==> config.mk <==
export PLATFORM = sky130hd
export DESIGN_NAME = dllp_rx_proc
export DESIGN_NICKNAME = d
export VERILOG_FILES = /design/src/rtl/dllp_rx_proc.sv
export SDC_FILE = /design/constraint.sdc
export NUM_CORES = 1
export LEC_CHECK = 0
export ABC_AREA = 1
export CAP_MARGIN = 40
export CORE_MARGIN = 2
export CORE_UTILIZATION = 45
export CTS_BUF_LIST = sky130_fd_sc_hd__clkbuf_8
export DETAILED_ROUTE_END_ITERATION = 7
export MAX_ROUTING_LAYER = met4
export PLACE_DENSITY = 0.84
export REMOVE_ABC_BUFFERS = 1
export SKIP_LAST_GASP = 1
export SLEW_MARGIN = 10
export SYNTH_ARGS = -nofsm -noshare
export SYNTH_HDL_FRONTEND = slang
export SYNTH_SLANG_ARGS = --single-unit
export TNS_END_PERCENT = 100
==> constraint.sdc <==
create_clock -name clk -period 3.9 [get_ports clk]
set_input_delay 0.78 -clock clk [delete_from_list [all_inputs] [get_ports clk]]
set_output_delay 0.78 -clock clk [all_outputs]
set_load 0.1 [all_outputs]
==> src/rtl/dllp_rx_proc.sv <==
// dllp_rx_proc: RX DLLP processor behind the DLLP CRC checker. Drops bad-CRC DLLPs,
// decodes Ack/Nak and FC DLLPs, runs the VC flow-control init FSM and holds TX credit limits.
module dllp_rx_proc #(
  parameter logic [2:0] VC_ID = 3'd0,
  parameter int         CNT_W = 16
) (
  input  logic             clk,
  input  logic             rst,
  input  logic             dl_init_start,
  input  logic             Dmux_vld_dllp,
  input  logic [63:0]      DLLP_Dmux_o,
  input  logic             CRC_CHK_vld_dllp,
  output logic             ack_vld,
  output logic             nak_vld,
  output logic [11:0]      acknak_seq,
  output logic [7:0]       fc_ph_lim,
  output logic [11:0]      fc_pd_lim,
  output logic [7:0]       fc_nph_lim,
  output logic [11:0]      fc_npd_lim,
  output logic [7:0]       fc_cplh_lim,
  output logic [11:0]      fc_cpld_lim,
  output logic [5:0]       fc_inf,
  output logic [1:0]       fc_state,
  output logic             dl_up,
  output logic             bad_crc,
  output logic [CNT_W-1:0] bad_crc_cnt
);

  typedef enum logic [1:0] {
    FC_IDLE   = 2'b00,
    FC_INIT1  = 2'b01,
    FC_INIT2  = 2'b10,
    FC_ACTIVE = 2'b11
  } fcState_e;

  fcState_e         state_q, state_d;
  logic [2:0][7:0]  hdrLim_q, hdrLim_d;
  logic [2:0][11:0] datLim_q, datLim_d;
  logic [2:0]       hdrInf_q, hdrInf_d;
  logic [2:0]       datInf_q, datInf_d;
  logic [2:0]       got_q, got_d;
  logic             ack_q, ack_d, nak_q, nak_d, bad_q, bad_d;
  logic [11:0]      seq_q, seq_d;
  logic [CNT_W-1:0] cnt_q, cnt_d;

  logic        good, bad;
  logic [7:0]  dType;
  logic [7:0]  hdrFc;
  logic [11:0] datFc;
  logic [1:0]  fcCat;
  logic        fcOk, isInit1, isInit2, isUpd, isAck, isNak;
  logic        unusedBits;

  assign good  = Dmux_vld_dllp & CRC_CHK_vld_dllp;
  assign bad   = Dmux_vld_dllp & ~CRC_CHK_vld_dllp;
  assign dType = DLLP_Dmux_o[63:56];
  assign hdrFc = {DLLP_Dmux_o[53:48], DLLP_Dmux_o[47:46]};
  assign datFc = DLLP_Dmux_o[43:32];
  // Upper type nibble low bits select P/NP/Cpl identically for InitFC1, InitFC2 and UpdateFC
  assign fcCat   = dType[5:4];
  assign fcOk    = good && !dType[3] && (dType[2:0] == VC_ID) && (fcCat != 2'b11);
  assign isInit1 = fcOk && (dType[7:6] == 2'b01);
  assign isInit2 = fcOk && (dType[7:6] == 2'b11);
  assign isUpd   = fcOk && (dType[7:6] == 2'b10);
  assign isAck   = good && (dType == 8'h00);
  assign isNak   = good && (dType == 8'h10);
  assign unusedBits = ^{DLLP_Dmux_o[55:54], DLLP_Dmux_o[45:44], DLLP_Dmux_o[31:0]};

  always_comb begin
    state_d  = state_q;
    hdrLim_d = hdrLim_q;
    datLim_d = datLim_q;
    hdrInf_d = hdrInf_q;
    datInf_d = datInf_q;
    got_d    = got_q;
    seq_d    = seq_q;
    ack_d    = 1'b0;
    nak_d    = 1'b0;
    bad_d    = bad;
    cnt_d    = cnt_q;
    if (bad && (cnt_q != {CNT_W{1'b1}})) cnt_d = cnt_q + {{(CNT_W-1){1'b0}}, 1'b1};

    if (!dl_init_start || (state_q == FC_IDLE)) begin
      state_d  = dl_init_start ? FC_INIT1 : FC_IDLE;
      hdrLim_d = '0;
      datLim_d = '0;
      hdrInf_d = '0;
      datInf_d = '0;
      got_d    = '0;
    end else begin
      unique case (state_q)
        FC_INIT1: begin
          // First InitFC of each type wins; a zero field advertises infinite credit
          if ((isInit1 || isInit2) && !got_q[fcCat]) begin
            hdrLim_d[fcCat] = hdrFc;
            datLim_d[fcCat] = datFc;
            hdrInf_d[fcCat] = (hdrFc == 8'd0);
            datInf_d[fcCat] = (datFc == 12'd0);
            got_d[fcCat]    = 1'b1;
          end
          if (&got_d) state_d = FC_INIT2;
        end
        FC_INIT2, FC_ACTIVE: begin
          if (isUpd) begin
            if (!hdrInf_q[fcCat]) hdrLim_d[fcCat] = hdrFc;
            if (!datInf_q[fcCat]) datLim_d[fcCat] = datFc;
          end
          if ((state_q == FC_INIT2) && (isInit2 || isUpd)) state_d = FC_ACTIVE;
          if ((state_q == FC_ACTIVE) && (isAck || isNak)) begin
            seq_d = datFc;
            ack_d = isAck;
            nak_d = isNak;
          end
        end
        default: state_d = FC_IDLE;
      endcase
    end
  end

  always_ff @(posedge clk or posedge rst) begin
    if (rst) begin
      state_q  <= FC_IDLE;
      hdrLim_q <= '0;
      datLim_q <= '0;
      hdrInf_q <= '0;
      datInf_q <= '0;
      got_q    <= '0;
      seq_q    <= '0;
      ack_q    <= 1'b0;
      nak_q    <= 1'b0;
      bad_q    <= 1'b0;
      cnt_q    <= '0;
    end else begin
      state_q  <= state_d;
      hdrLim_q <= hdrLim_d;
      datLim_q <= datLim_d;
      hdrInf_q <= hdrInf_d;
      datInf_q <= datInf_d;
      got_q    <= got_d;
      seq_q    <= seq_d;
      ack_q    <= ack_d;
      nak_q    <= nak_d;
      bad_q    <= bad_d;
      cnt_q    <= cnt_d;
    end
  end

  assign ack_vld     = ack_q;
  assign nak_vld     = nak_q;
  assign acknak_seq  = seq_q;
  assign fc_ph_lim   = hdrLim_q[0];
  assign fc_pd_lim   = datLim_q[0];
  assign fc_nph_lim  = hdrLim_q[1];
  assign fc_npd_lim  = datLim_q[1];
  assign fc_cplh_lim = hdrLim_q[2];
  assign fc_cpld_lim = datLim_q[2];
  assign fc_inf      = {datInf_q[2], hdrInf_q[2], datInf_q[1], hdrInf_q[1], datInf_q[0], hdrInf_q[0]};
  assign fc_state    = state_q;
  assign dl_up       = (state_q == FC_ACTIVE);
  assign bad_crc     = bad_q;
  assign bad_crc_cnt = cnt_q;

endmodule

# Word level (Yosys, flattened, before mapping)
# Index checks and enable logic that the tools add are counted.
# totals
regBits	102
input_bits	69
output_inout_bits	100
# classes
n_addsub	1
order_cmp	2
eq_ne	15
n_mux	48
bitwise	5
n_reduce_logical	35
# ops
operator	n
$mux 36	4
$mux 24	4
$pmux 36 s2	1
$pmux 24 s2	1
$bwmux 36	1
$mux 3	11
$bwmux 24	1
$demux 12 s2	1
$ne 3x3->1 const B	6
$add 16x1->16 const B	1
$demux 8 s2	1
$logic_not 8->1	2
$ne 16x16->1 const B	1
$logic_and 1x1->1	13
$logic_not 12->1	1
$mux 12	1
$mux 1	11
$eq 2x2->1 const B	4
$eq 8x5->1 const B	1
$mux 8	1
$reduce_and 4->1	2
$bmux 1 s2	3
$bwmux 3	2
$mux 2	3
18 further kinds	29

# Logic depth before layout (Yosys ltp)
# Gate-level depths: netlist (run 1).
# logic_depth
word_depth	14
mapped_depth	12
ltp_nobuf	11

# Worst setup path after synthesis (run 1)
# No wires, ideal clock.
# synth_timing
path_type	register -> register
startpoint	register state_q[0] (netlist: fc_state[0])
endpoint	register seq_q[0] (netlist: acknak_seq[0])
arrival_time_ps	2511
slack_ps	1263
path_stages_with_launch	6
path_buffers	1
cell_sequence	dfrtp_1 > nand2_1 > inv_1 > nand3b_1 > buf_2 > mux2_2
# synth_via
elab_cells_between_ends	8
# synth_lines
element	line_no	text
from (decl)	36	fcState_e state_q, state_d;
from (signal assigned)	134	state_q <= state_d;
$eq 2x2->1 (*)	--	
named net dl_up	24	output logic dl_up,
$reduce_or 2->1 / $logic_and 1x1->1 (equally long branches)	91, 109	
$reduce_and 3->1 (no line) (*)	--	
to (signal assigned)	140	seq_q <= seq_d;
to (decl)	43	logic [11:0] seq_q, seq_d;
# The timed path passes the listed nets; every way through them passes the cells marked *.
# A chain may end at the register's enable or synchronous reset.

# Final worst setup path (run 1)
# layout_timing
startpoint	input DLLP_Dmux_o[61]
endpoint	register seq_q[1] (netlist: acknak_seq[1])
# layout_via
elab_chain_cells	5
elab_cells_between_ends	7
# layout_lines
element	line_no	text
from (decl)	11	input logic [63:0] DLLP_Dmux_o,
$eq 8x5->1 / $logic_not 8->1 (equally long branches)	66, 65	
$logic_and 1x1->1 (on tied branches)	66, 65	
$logic_or 1x1->1 (*)	109	if ((state_q == FC_ACTIVE) && (isAck || isNak)) begin
$logic_and 1x1->1 (*)	109	
$reduce_and 3->1 (no line) (*)	--	
# Mark *: on every way between the ends. The rest lies on a longest branch, timed or not.

==> Implementation_results.wiki, run 1 <==
{| class="wikitable"
! Metric !! Value
|-
| Width of the die || 103 um
|-
| # hold bufs at CTS || 0
|-
| Area fraction of the dominant cell type after synthesis || 0.576
|-
| Mean post-synth cell area || 9.01 um2
|-
| Minimum setup slack among reg-to-reg paths || 1.56 ns
|-
| Layout cell share with drive strength beyond 1 || 0.213
|-
| Post-route insts no fill || 867
|-
| Overall power after layout || 3.55 mW
|-
| Synthesis warning total || 0
|-
| First-pass GRT wire length || 24,000 um
|-
| Total standard cell area after synthesis || ~4400 um2
|-
| Maximum root-to-sink buffer count || 2
|-
| Crit path arrival time || 2.86 ns
|-
| Number of nets still failing antenna checks after routing || 0
|-
| Largest incremental delay on the critical path || 0.63 ns
|-
| Detailed placement HPWL || 12,300 um
|-
| Cell taking the most area after synthesis || sky130_fd_sc_hd__dfrtp_1
|-
| Maximum VDD drop || 607 uV
|-
| Adder and majority cell fraction of the synthesized area || 0.00282
|-
| Library cells used by synthesis || 28
|-
| Worst reg2reg startpoint || bad_crc_cnt[0]
|-
| I/O pin total || 169
|-
| Final #Nets || 799
|-
| Post-detailed-route DRC marker count || 0
|-
| Critical setup path kind || input port to flop
|-
| Measured slew at the worst slew-check pin || 0.828 ns
|-
| Combinational family with the most area after synthesis || simple AND/OR/NAND/NOR gates
|-
| Number of search-and-repair iterations in the first detailed-routing pass || 5
|-
| Leak pwr || 3.81 nW
|-
| Number of H-tree levels || 3
|-
| Die extent in y || 103 um
|-
| Clock transition at the register clock pins on the worst setup and hold paths after CTS || 0.09 ns
|-
| Area grow syn2layout || 75.8%
|-
| Worst skew pair latency || 0.36 ns
|-
| Number of flops mapped to enable cells by yosys || 0
|-
| Die area || 10,700 um2
|-
| Data required time of the critical path || 4.14 ns
|-
| Maximum capacitance violations || 0
|-
| RD Place Congestion || around 0.9
|-
| Detailed router's first-iteration violation count || 169
|-
| Worst path depth || 4
|-
| Final-report hold violation count || 0
|-
| Total number of vias || approximately 4.5k
|-
| Unrepaired setup endpoints after global routing || no
|-
| Cell type of the slowest stage on the worst timing path || sky130_fd_sc_hd__nand3b_1
|-
| TritonCTS clock tree || done
|-
| Power per standard cell area || 455 nW/um2
|-
| Syn Inst Count || just under 500
|-
| Setup crit end || acknak_seq[1]
|-
| Leading cell type by number of instances after synthesis || sky130_fd_sc_hd__nand2_1
|-
| Post-Route Skew || roughly 0.012 ns
|-
| Class of the worst hold path || flop to flop
|-
| Clock buffer count from CTS || 9
|-
| WL per Instance || 17.9 um
|-
| Basic-gate share of the synthesized area counting and, or, nand and nor cells || 0.298
|-
| Number of antenna violations at the first check in global routing || 0
|-
| Final std cell area, no fill || 7790 um2
|-
| Clk sinks || 102
|-
| Seq/Total Area, Yosys || 0.576
|-
| Max_slew headroom || 0.447
|-
| Worst reg2reg path endpoint || bad_crc_cnt[11]
|-
| Ratio of routed vias to standard cells || ~5.2
|-
| Crit path cell chain || clkdlybuf4s50_1 > nor4_1 > nand3b_1 > mux2_2
|-
| Async set or reset register ratio after synthesis || 1.00
|-
| Buf/Inv on CP || 1
|-
| Number of placed instances, taps included || 851
|-
| Number of synthesized register bits || 102
|-
| Main area contributors after synthesis || sky130_fd_sc_hd__dfrtp_1 58%, sky130_fd_sc_hd__nand2_1 20%, sky130_fd_sc_hd__mux2_2 3.0%, sky130_fd_sc_hd__nor2_4 2.0%, sky130_fd_sc_hd__xor2_1 2.0%
|-
| Global router's overall resource usage || 0.311
|-
| Startpoint kind of the worst setup timing path || input port
|-
| Xor and xnor fraction of the mapped netlist area || 0.0296
|-
| Primary flip-flop cell chosen by synthesis mapping || sky130_fd_sc_hd__dfrtp_1
|-
| Max-slew violation count || 0
|-
| Period utilization || 0.673
|-
| Count of port buffers added during placement || 132
|-
| # rows || 36
|-
| Critical Path Start || DLLP_Dmux_o[61]
|-
| Ant diodes || 0
|-
| Initial standard-cell utilization of the core || 0.458
|-
| Worst-path fanout max || 14
|-
| Post-CTS Setup Inserts || 0
|-
| Post-detailed-placement cell area || 7590 um2
|-
| CTS root buffer || sky130_fd_sc_hd__clkbuf_8
|-
| Largest net degree at the start of global routing || 52
|-
| Total overflow reported by the global router || 0
|-
| Cells resized by post-CTS repair || 0
|-
| Kind of capture point of the worst setup path || flop
|-
| Minimum period implied by the final worst setup slack || approximately 2.6 ns
|-
| Cell class contributing the biggest share of worst-path delay || simple AND/OR/NAND/NOR gates
|-
| Top cells by count, synth || 238 x sky130_fd_sc_hd__nand2_1, 102 x sky130_fd_sc_hd__dfrtp_1, 20 x sky130_fd_sc_hd__inv_1
|-
| Core Box Area || 9680 um2
|-
| Setup total negative slack || 0 ns
|-
| DRT Wirelength || 15,500 um
|-
| Setup violations, final || 0
|-
| F_max || 381 MHz
|-
| Portion of netlist area occupied by mux cells || 0.0305
|-
| Result of the run || finished, final reports clean
|-
| R2r worst-path depth || 8
|-
| Synthesized-area fraction occupied by ao, oa, aoi and oai cells || 0.0254
|-
| Final core utilization || 0.805
|-
| Count of filler cells inserted in the layout || approximately 530
|-
| Vias in the first global route || 4,776
|}
placed cells by master (no fill, tap or decap), types with 4 or more instances in the layout:
cell and count:
sky130_fd_sc_hd__a21oi_1 4, sky130_fd_sc_hd__buf_16 17, sky130_fd_sc_hd__buf_8 84, sky130_fd_sc_hd__clkbuf_8 9, sky130_fd_sc_hd__clkdlybuf4s50_1 132, sky130_fd_sc_hd__clkinv_2 4
sky130_fd_sc_hd__dfrtp_1 102, sky130_fd_sc_hd__inv_1 19, sky130_fd_sc_hd__mux2_2 12, sky130_fd_sc_hd__nand2_1 238, sky130_fd_sc_hd__nand2_2 8, sky130_fd_sc_hd__nand3_1 16
sky130_fd_sc_hd__nand4_1 6, sky130_fd_sc_hd__nor2_1 13, sky130_fd_sc_hd__nor2_4 8, sky130_fd_sc_hd__nor3_1 6, sky130_fd_sc_hd__nor4_1 7, sky130_fd_sc_hd__o21ai_0 13
sky130_fd_sc_hd__xnor2_1 5, sky130_fd_sc_hd__xor2_1 10
worst reg2reg max path, delay by kind of cell, from the launching register on:
family | cells | cell delay (ns)
flops | 1 | 0.45
fa+ha+maj | 1 | 0.25
buf+inv | 1 | 0.26
xor+xnor | 1 | 0.17
simple gates | 5 | 1.13
registers in the layout, indices dropped and copies added, names as in the netlist, 3 cells and up:
name / count
acknak_seq: 12
fc_cpld_lim: 12
hdrInf_q: 3
datInf_q: 3
fc_npd_lim: 12
fc_cplh_lim: 8
fc_pd_lim: 12
fc_ph_lim: 8
bad_crc_cnt: 16
fc_nph_lim: 8
got_q: 3
metal layers:
metal,GRT usage,vias to the layer above,share of wire
met5,-,-,0
met4,0.119,0,0.033
met3,0.0565,52,0.061
met2,0.587,237,0.57
met1,0.318,2173,0.34
li1,-,2021,-
final cells by class:
cell class	count	area, um2	area share
clock buffers	9	124	0.0159
clock inverters	7	77.6	0.00995
inverters	26	103	0.0132
multi-input cells	356	1710	0.220
flip-flops and latches	102	2550	0.327
well taps	133	166	0.0213
repair buffers	234	3060	0.392
report_power, final:
group | leakage, nW | internal, mW | switching (mW) | total, mW
Sequential | 1.39 | 1.14 | 0.0879 | 1.23
Clock | 0.106 | 0.305 | 0.386 | 0.691
Combinational | 2.32 | 0.540 | 1.09 | 1.63
Total | 3.81 | 1.99 | 1.56 | 3.55
how the worst min path moves through the flow:
stage / startpoint / end / slack [ns] / depth (start not counted)
3_3_place_gp: fc_ph_lim[4] / fc_ph_lim[4] / 0.45 / 2
2_1_floorplan: got_q[0] / got_q[0] / 0.53 / 2
6_report: fc_npd_lim[7] / fc_npd_lim[7] / 0.48 / 2
3_5_place_dp: fc_ph_lim[5] / fc_ph_lim[5] / 0.46 / 2
5_1_grt: fc_cplh_lim[2] / fc_cplh_lim[2] / 0.51 / 2
4_1_cts: fc_ph_lim[5] / fc_ph_lim[5] / 0.48 / 2
per-stage QoR:
stage / hold slack [ns] / setup slack (ns)
floorplan: 0.526 / 0.445
global placement: 0.454 / 1.05
detailed placement: 0.458 / 0.866
CTS: 0.481 / 1.25
global route: 0.510 / 1.23
finish: 0.479 / 1.28
kinds of logic after synthesis:
group                      count (synthesis)
AOI/OAI and AO/OA                         21
and+or+nand+nor                          307
xor gates and xnor gates                  15
adders and majority gates                  1
buffers and inverters                     34
muxes                                     12
DFF                                      102
Power figures use the tool's default switching activity.
==> run 2: changes to the inputs <==
Settings changed: CORE_UTILIZATION 45 to 41, PLACE_DENSITY 0.84 to 0.8.
Clock period 3.9 ns to 2.16 ns, I/O delays scaled along.
==> Implementation_results.wiki, run 2 (synthesized netlist as in run 1, its figures left out) <==
{| class="wikitable"
! Metric !! Value
|-
| Final-report hold violation count || 0
|-
| Post-detailed-placement cell area || around 5900 um2
|-
| WL per Instance || 14.8 um
|-
| Largest net degree at the start of global routing || 41
|-
| Result of the run || finished, final reports clean
|-
| Setup violations, final || 0
|-
| Buf/Inv on CP || 4
|-
| DRT Wirelength || 11,800 um
|-
| Period utilization || 0.926
|-
| # rows || 37
|-
| Class of the worst hold path || input port to async pin
|-
| R2r worst-path depth || 9
|-
| Leading cell types in the layout, fill and taps excluded || 238 x sky130_fd_sc_hd__nand2_1, 122 x sky130_fd_sc_hd__buf_4, 102 x sky130_fd_sc_hd__dfrtp_1
|-
| Area grow syn2layout || 37.9%
|-
| Core Box Area || 10,400 um2
|-
| Max_slew headroom || 0.684
|-
| Maximum capacitance violations || 0
|-
| Final std cell area, no fill || about 6000 um2
|-
| Width of the die || roughly 110 um
|-
| Worst-path fanout max || 12
|-
| Worst skew pair latency || 0.36 ns
|-
| RD Place Congestion || 0.898
|-
| CTS root buffer || sky130_fd_sc_hd__clkbuf_8
|-
| Crit path arrival time || between 2 and 2.5 ns
|-
| Die area || 11,700 um2
|-
| Global router's overall resource usage || 0.214
|-
| Clock buffer count from CTS || 9
|-
| Count of filler cells inserted in the layout || 926
|-
| Vias in the first global route || 3,799
|-
| Number of H-tree levels || 3
|-
| Clk sinks || roughly 100
|-
| I/O pin total || between 150 and 200
|-
| Minimum period implied by the final worst setup slack || 2.00 ns
|-
| Measured slew at the worst slew-check pin || 0.470 ns
|-
| Crit path cell chain || clkdlybuf4s50_1 > buf_4 > nand2_1 > inv_1 > nand2_1 > nand3_1 > nand2_1 > nand3_4 > clkinv_2 > nand2_2 > nand2_1 > nand2_1
|-
| First-pass GRT wire length || 18,800 um
|-
| Worst reg2reg startpoint || fc_state[1]
|-
| Layout cell share with drive strength beyond 1 || 0.274
|-
| Count of port buffers added during placement || 132
|-
| Kind of capture point of the worst setup path || flop
|-
| Clock transition at the register clock pins on the worst setup and hold paths after CTS || 0.10 ns
|-
| Maximum root-to-sink buffer count || 2
|-
| Number of placed instances, taps included || 781
|-
| Cell type of the slowest stage on the worst timing path || sky130_fd_sc_hd__clkdlybuf4s50_1
|-
| Leak pwr || about 3.4 nW
|-
| Number of search-and-repair iterations in the first detailed-routing pass || 5
|-
| Flip-flop count of the largest register, all copies and words added || 16
|-
| Post-Route Skew || 0.0124 ns
|-
| Total number of vias || 3,894
|-
| TritonCTS clock tree || done
|-
| Post-CTS Setup Inserts || 0
|-
| Cell class contributing the biggest share of worst-path delay || buffers and inverters
|-
| Maximum VDD drop || 1320 uV
|-
| Number of antenna violations at the first check in global routing || 0
|-
| Cell repeated most along the worst path || sky130_fd_sc_hd__nand2_1
|-
| Startpoint kind of the worst setup timing path || input port
|-
| Final #Nets || 726
|-
| Ratio of routed vias to standard cells || 4.89
|-
| Data required time of the critical path || 2.47 ns
|-
| Die extent in y || 108 um
|-
| Critical setup path kind || input port to flop
|-
| Power per standard cell area || 938 nW/um2
|-
| Largest incremental delay on the critical path || 0.62 ns
|-
| Unrepaired setup endpoints after global routing || no
|-
| F_max || between 400 and 500 MHz
|-
| Detailed router's first-iteration violation count || between 150 and 200
|-
| Initial standard-cell utilization of the core || 0.426
|-
| Most common cell after layout, fill and taps aside || sky130_fd_sc_hd__nand2_1
|-
| Ant diodes || 0
|-
| Total overflow reported by the global router || 0
|-
| Minimum setup slack among reg-to-reg paths || 0.34 ns
|-
| Post-detailed-route DRC marker count || 0
|-
| Number of nets still failing antenna checks after routing || 0
|-
| Post-route insts no fill || 796
|-
| Worst reg2reg path endpoint || fc_npd_lim[11]
|-
| Detailed placement HPWL || 8700 um
|-
| Max-slew violation count || 0
|}
==> run 2: cell types whose count changed in the layout (fill, tap and decap cells not counted), sizes merged <==
cell,change
clkdlybuf4s50,-101
buf,+27
clkinv,-2
clkbuf,+1
clkinvlp,+1
dlymetal6s2s,+1
inv,-1
==> run 2: worst max-delay path by stage <==
stage / startpoint / end / slack (ns) / depth (start not counted)
6_report: DLLP_Dmux_o[60] / fc_npd_lim[11] / 0.16 / 12
5_1_grt: DLLP_Dmux_o[60] / fc_cplh_lim[0] / 0.006 / 12
3_5_place_dp: DLLP_Dmux_o[61] / fc_nph_lim[6] / -0.22 / 12
3_3_place_gp: DLLP_Dmux_o[60] / fc_cplh_lim[3] / -0.14 / 12
4_1_cts: DLLP_Dmux_o[61] / fc_nph_lim[6] / 0.14 / 12
2_1_floorplan: rst / ack_vld / -0.95 / 1
==> run 2: repair_timing <==
| item | in CTS | in global routing |
|---|---|---|
| hold buffers | 0 | 0 |
| resized for setup | 0 | 1 |
| setup endpoints to repair | 0 | 2 |
==> run 2: area by class of cell <==
type,instances,area [um2],area share
multi-input cells,356,1710,0.280
clock buffers,10,138,0.0225
flip-flops and latches,102,2550,0.417
repair buffers,161,1380,0.225
inverters,26,103,0.0168
well taps,136,170,0.0278
clock inverters,5,58.8,0.00962
==> run 2: stage by stage <==
step	TNS, ns	total power [mW]	hold slack, ns	setup WS [ns]	utilization
after floorplan	-109.23	3.89	0.498	-0.947	-
after global placement	-7.40	4.53	0.455	-0.144	0.568
after detailed placement	-11.33	4.56	0.460	-0.221	0.568
after CTS	0	5.77	0.390	0.143	0.587
after global routing	0	5.98	0.397	0.00578	0.587
final	0	5.73	0.387	0.159	0.587
==> run 2: report_power, final <==
| part | internal (mW) | total, mW | switching [mW] |
|---|---|---|---|
| Sequential | 2.07 | 2.21 | 0.148 |
| Clock | 0.564 | 1.22 | 0.651 |
| Combinational | 0.498 | 2.30 | 1.81 |
==> run 2: routing by layer <==
metal / wire length [um] / global-route usage
met1: 5080 / 0.267
met2: 5610 / 0.345
met3: 861 / 0.0518
met4: 216 / 0.0687
met5: 0 / -
==> run 3: changes to the inputs <==
Settings changed: CORE_UTILIZATION 41 to 40, CTS_BUF_LIST sky130_fd_sc_hd__clkbuf_8 to unset, PLACE_DENSITY 0.8 to 0.79.
==> Implementation_results.wiki, run 3 (synthesized netlist as in run 1, its figures left out) <==
{| class="wikitable"
! Metric !! Value
|-
| Number of search-and-repair iterations in the first detailed-routing pass || 5
|-
| Total overflow reported by the global router || 0
|-
| Overall power after layout || 5.70 mW
|-
| Kind of capture point of the worst setup path || flop
|-
| Die area || 11,900 um2
|-
| R2r worst-path depth || 9
|-
| Detailed router's first-iteration violation count || around 260
|-
| Largest net degree at the start of global routing || 32
|-
| Crit path arrival time || about 2.2 ns
|-
| Clock transition at the register clock pins on the worst setup and hold paths after CTS || 0.10 ns
|-
| Minimum setup slack among reg-to-reg paths || 0.34 ns
|-
| Critical Path Start || DLLP_Dmux_o[61]
|-
| Setup violations, final || 0
|-
| Critical setup path kind || input port to flop
|-
| WL per Instance || 14.9 um
|-
| Vias in the first global route || 3,792
|-
| Global router's overall resource usage || 0.211
|-
| Post-route insts no fill || 799
|-
| CTS root buffer || sky130_fd_sc_hd__clkbuf_8
|-
| First-pass GRT wire length || 18,900 um
|-
| Class of the worst hold path || input port to async pin
|-
| Worst skew pair latency || 0.36 ns
|-
| Max-slew violation count || 0
|-
| Worst-path fanout max || 12
|-
| Initial standard-cell utilization of the core || 0.409
|-
| Largest incremental delay on the critical path || 0.62 ns
|-
| Die extent in y || 109 um
|-
| Max_slew headroom || 0.700
|-
| Number of H-tree levels || 3
|-
| Maximum root-to-sink buffer count || 2
|-
| Leading cell types in the layout, fill and taps excluded || 238 x sky130_fd_sc_hd__nand2_1, 121 x sky130_fd_sc_hd__buf_4, 102 x sky130_fd_sc_hd__dfrtp_1
|-
| Layout cell share with drive strength beyond 1 || 0.273
|-
| Cell repeated most along the worst path || sky130_fd_sc_hd__nand2_1
|-
| # rows || 38
|-
| Detailed placement HPWL || 8970 um
|-
| Final-report hold violation count || 0
|-
| I/O pin total || about 170
|-
| Measured slew at the worst slew-check pin || 0.446 ns
|-
| Result of the run || finished, final reports clean
|-
| Most common cell after layout, fill and taps aside || sky130_fd_sc_hd__nand2_1
|-
| Crit path cell chain || clkdlybuf4s50_1 > inv_1 > nand2_1 > inv_1 > nand2_1 > nand3_1 > nand2_1 > nand3_4 > clkinv_2 > nand2_2 > nand2_1 > nand2_1
|-
| # hold bufs at CTS || 0
|-
| Hold Slack || 0.409 ns
|-
| Unrepaired setup endpoints after global routing || yes
|-
| RD Place Congestion || 0.904
|-
| Number of placed instances, taps included || 783
|-
| Maximum capacitance violations || 0
|-
| Flip-flop count of the largest register, all copies and words added || 16
|-
| Worst reg2reg startpoint || fc_state[1]
|-
| Leak pwr || 3.33 nW
|-
| Ant diodes || 0
|-
| Clock buffer count from CTS || 9
|-
| TritonCTS clock tree || done
|-
| Startpoint kind of the worst setup timing path || input port
|-
| Core Box Area || about 11,000 um2
|-
| Number of antenna violations at the first check in global routing || 0
|-
| Cell type of the slowest stage on the worst timing path || sky130_fd_sc_hd__clkdlybuf4s50_1
|-
| Maximum VDD drop || 1470 uV
|-
| Number of nets still failing antenna checks after routing || 0
|-
| Area grow syn2layout || 37.5%
|-
| Power per standard cell area || 935 nW/um2
|-
| DRT Wirelength || 11,900 um
|-
| Ratio of routed vias to standard cells || 4.85
|-
| Setup crit end || fc_cpld_lim[6]
|-
| Minimum period implied by the final worst setup slack || 1.97 ns
|-
| Count of port buffers added during placement || ~130
|-
| Data required time of the critical path || 2.42 ns
|-
| Post-detailed-route DRC marker count || 0
|-
| Total number of vias || a little under 4k
|-
| F_max || 507 MHz
|-
| Period utilization || 0.914
|-
| Final #Nets || 724
|-
| Post-Route Skew || roughly 0.0072 ns
|-
| Clk sinks || 102
|-
| Width of the die || 109 um
|-
| Worst reg2reg path endpoint || fc_cpld_lim[6]
|}
-- run 3: how the worst min path moves through the flow --
stage	start	end	slack (ns)	depth (start not counted)
after floorplan	DLLP_Dmux_o[60]	ack_vld	0.50	1
after global placement	fc_ph_lim[1]	fc_ph_lim[1]	0.46	2
after detailed placement	fc_cpld_lim[2]	fc_cpld_lim[2]	0.46	2
after CTS	rst	ack_vld	0.41	2
after global routing	rst	ack_vld	0.44	2
final	rst	ack_vld	0.41	2
-- run 3: layer usage --
metal	share of wire	up-vias	GRT usage	wire, um
li1	-	1867	-	-
met1	0.43	1844	0.273	5150
met2	0.50	143	0.348	5910
met3	0.053	18	0.0287	635
met4	0.017	0	0.0651	199
met5	0	-	-	0
-- run 3: repair_timing --
action | 4_1_cts | 5_1_grt
buffers inserted | 0 | 0
endpoints found under the setup margin | 0 | 10
resized for setup | 0 | 1
-- run 3: power breakdown --
part	total (mW)	switching (mW)	internal [mW]	leakage (nW)
Clock	1.21	0.668	0.544	0.0867
Sequential	2.22	0.152	2.07	1.39
Combinational	2.27	1.80	0.473	1.86
Total	5.70	2.62	3.08	3.33
-- run 3: area by class of cell --
class,instances,area [um2]
Clock buffer,10,128
Clock inverter,6,71.3
Fill cell,961,4750
Inverter,26,103
Multi-Input combinational cell,356,1710
Sequential cell,102,2550
Tap cell,140,175
Timing Repair Buffer,159,1350
-- run 3: stage by stage --
step | util | setup WS (ns) | instance area, um2 | setup TNS, ns
floorplan | - | -0.947 | 4370 | -109.23
global placement | 0.544 | -0.168 | 5890 | -8.47
detailed placement | 0.544 | -0.227 | 5890 | -11.51
CTS | 0.562 | 0.161 | 6090 | 0
global route | 0.562 | -0.00613 | 6090 | -0.00676
finish | 0.562 | 0.187 | 6090 | 0
-- run 3: critical path: cells and delay by family --
kind	cells	cell delay, ns
AND/OR/NAND/NOR	8	0.87
buffers and inverters	4	0.91
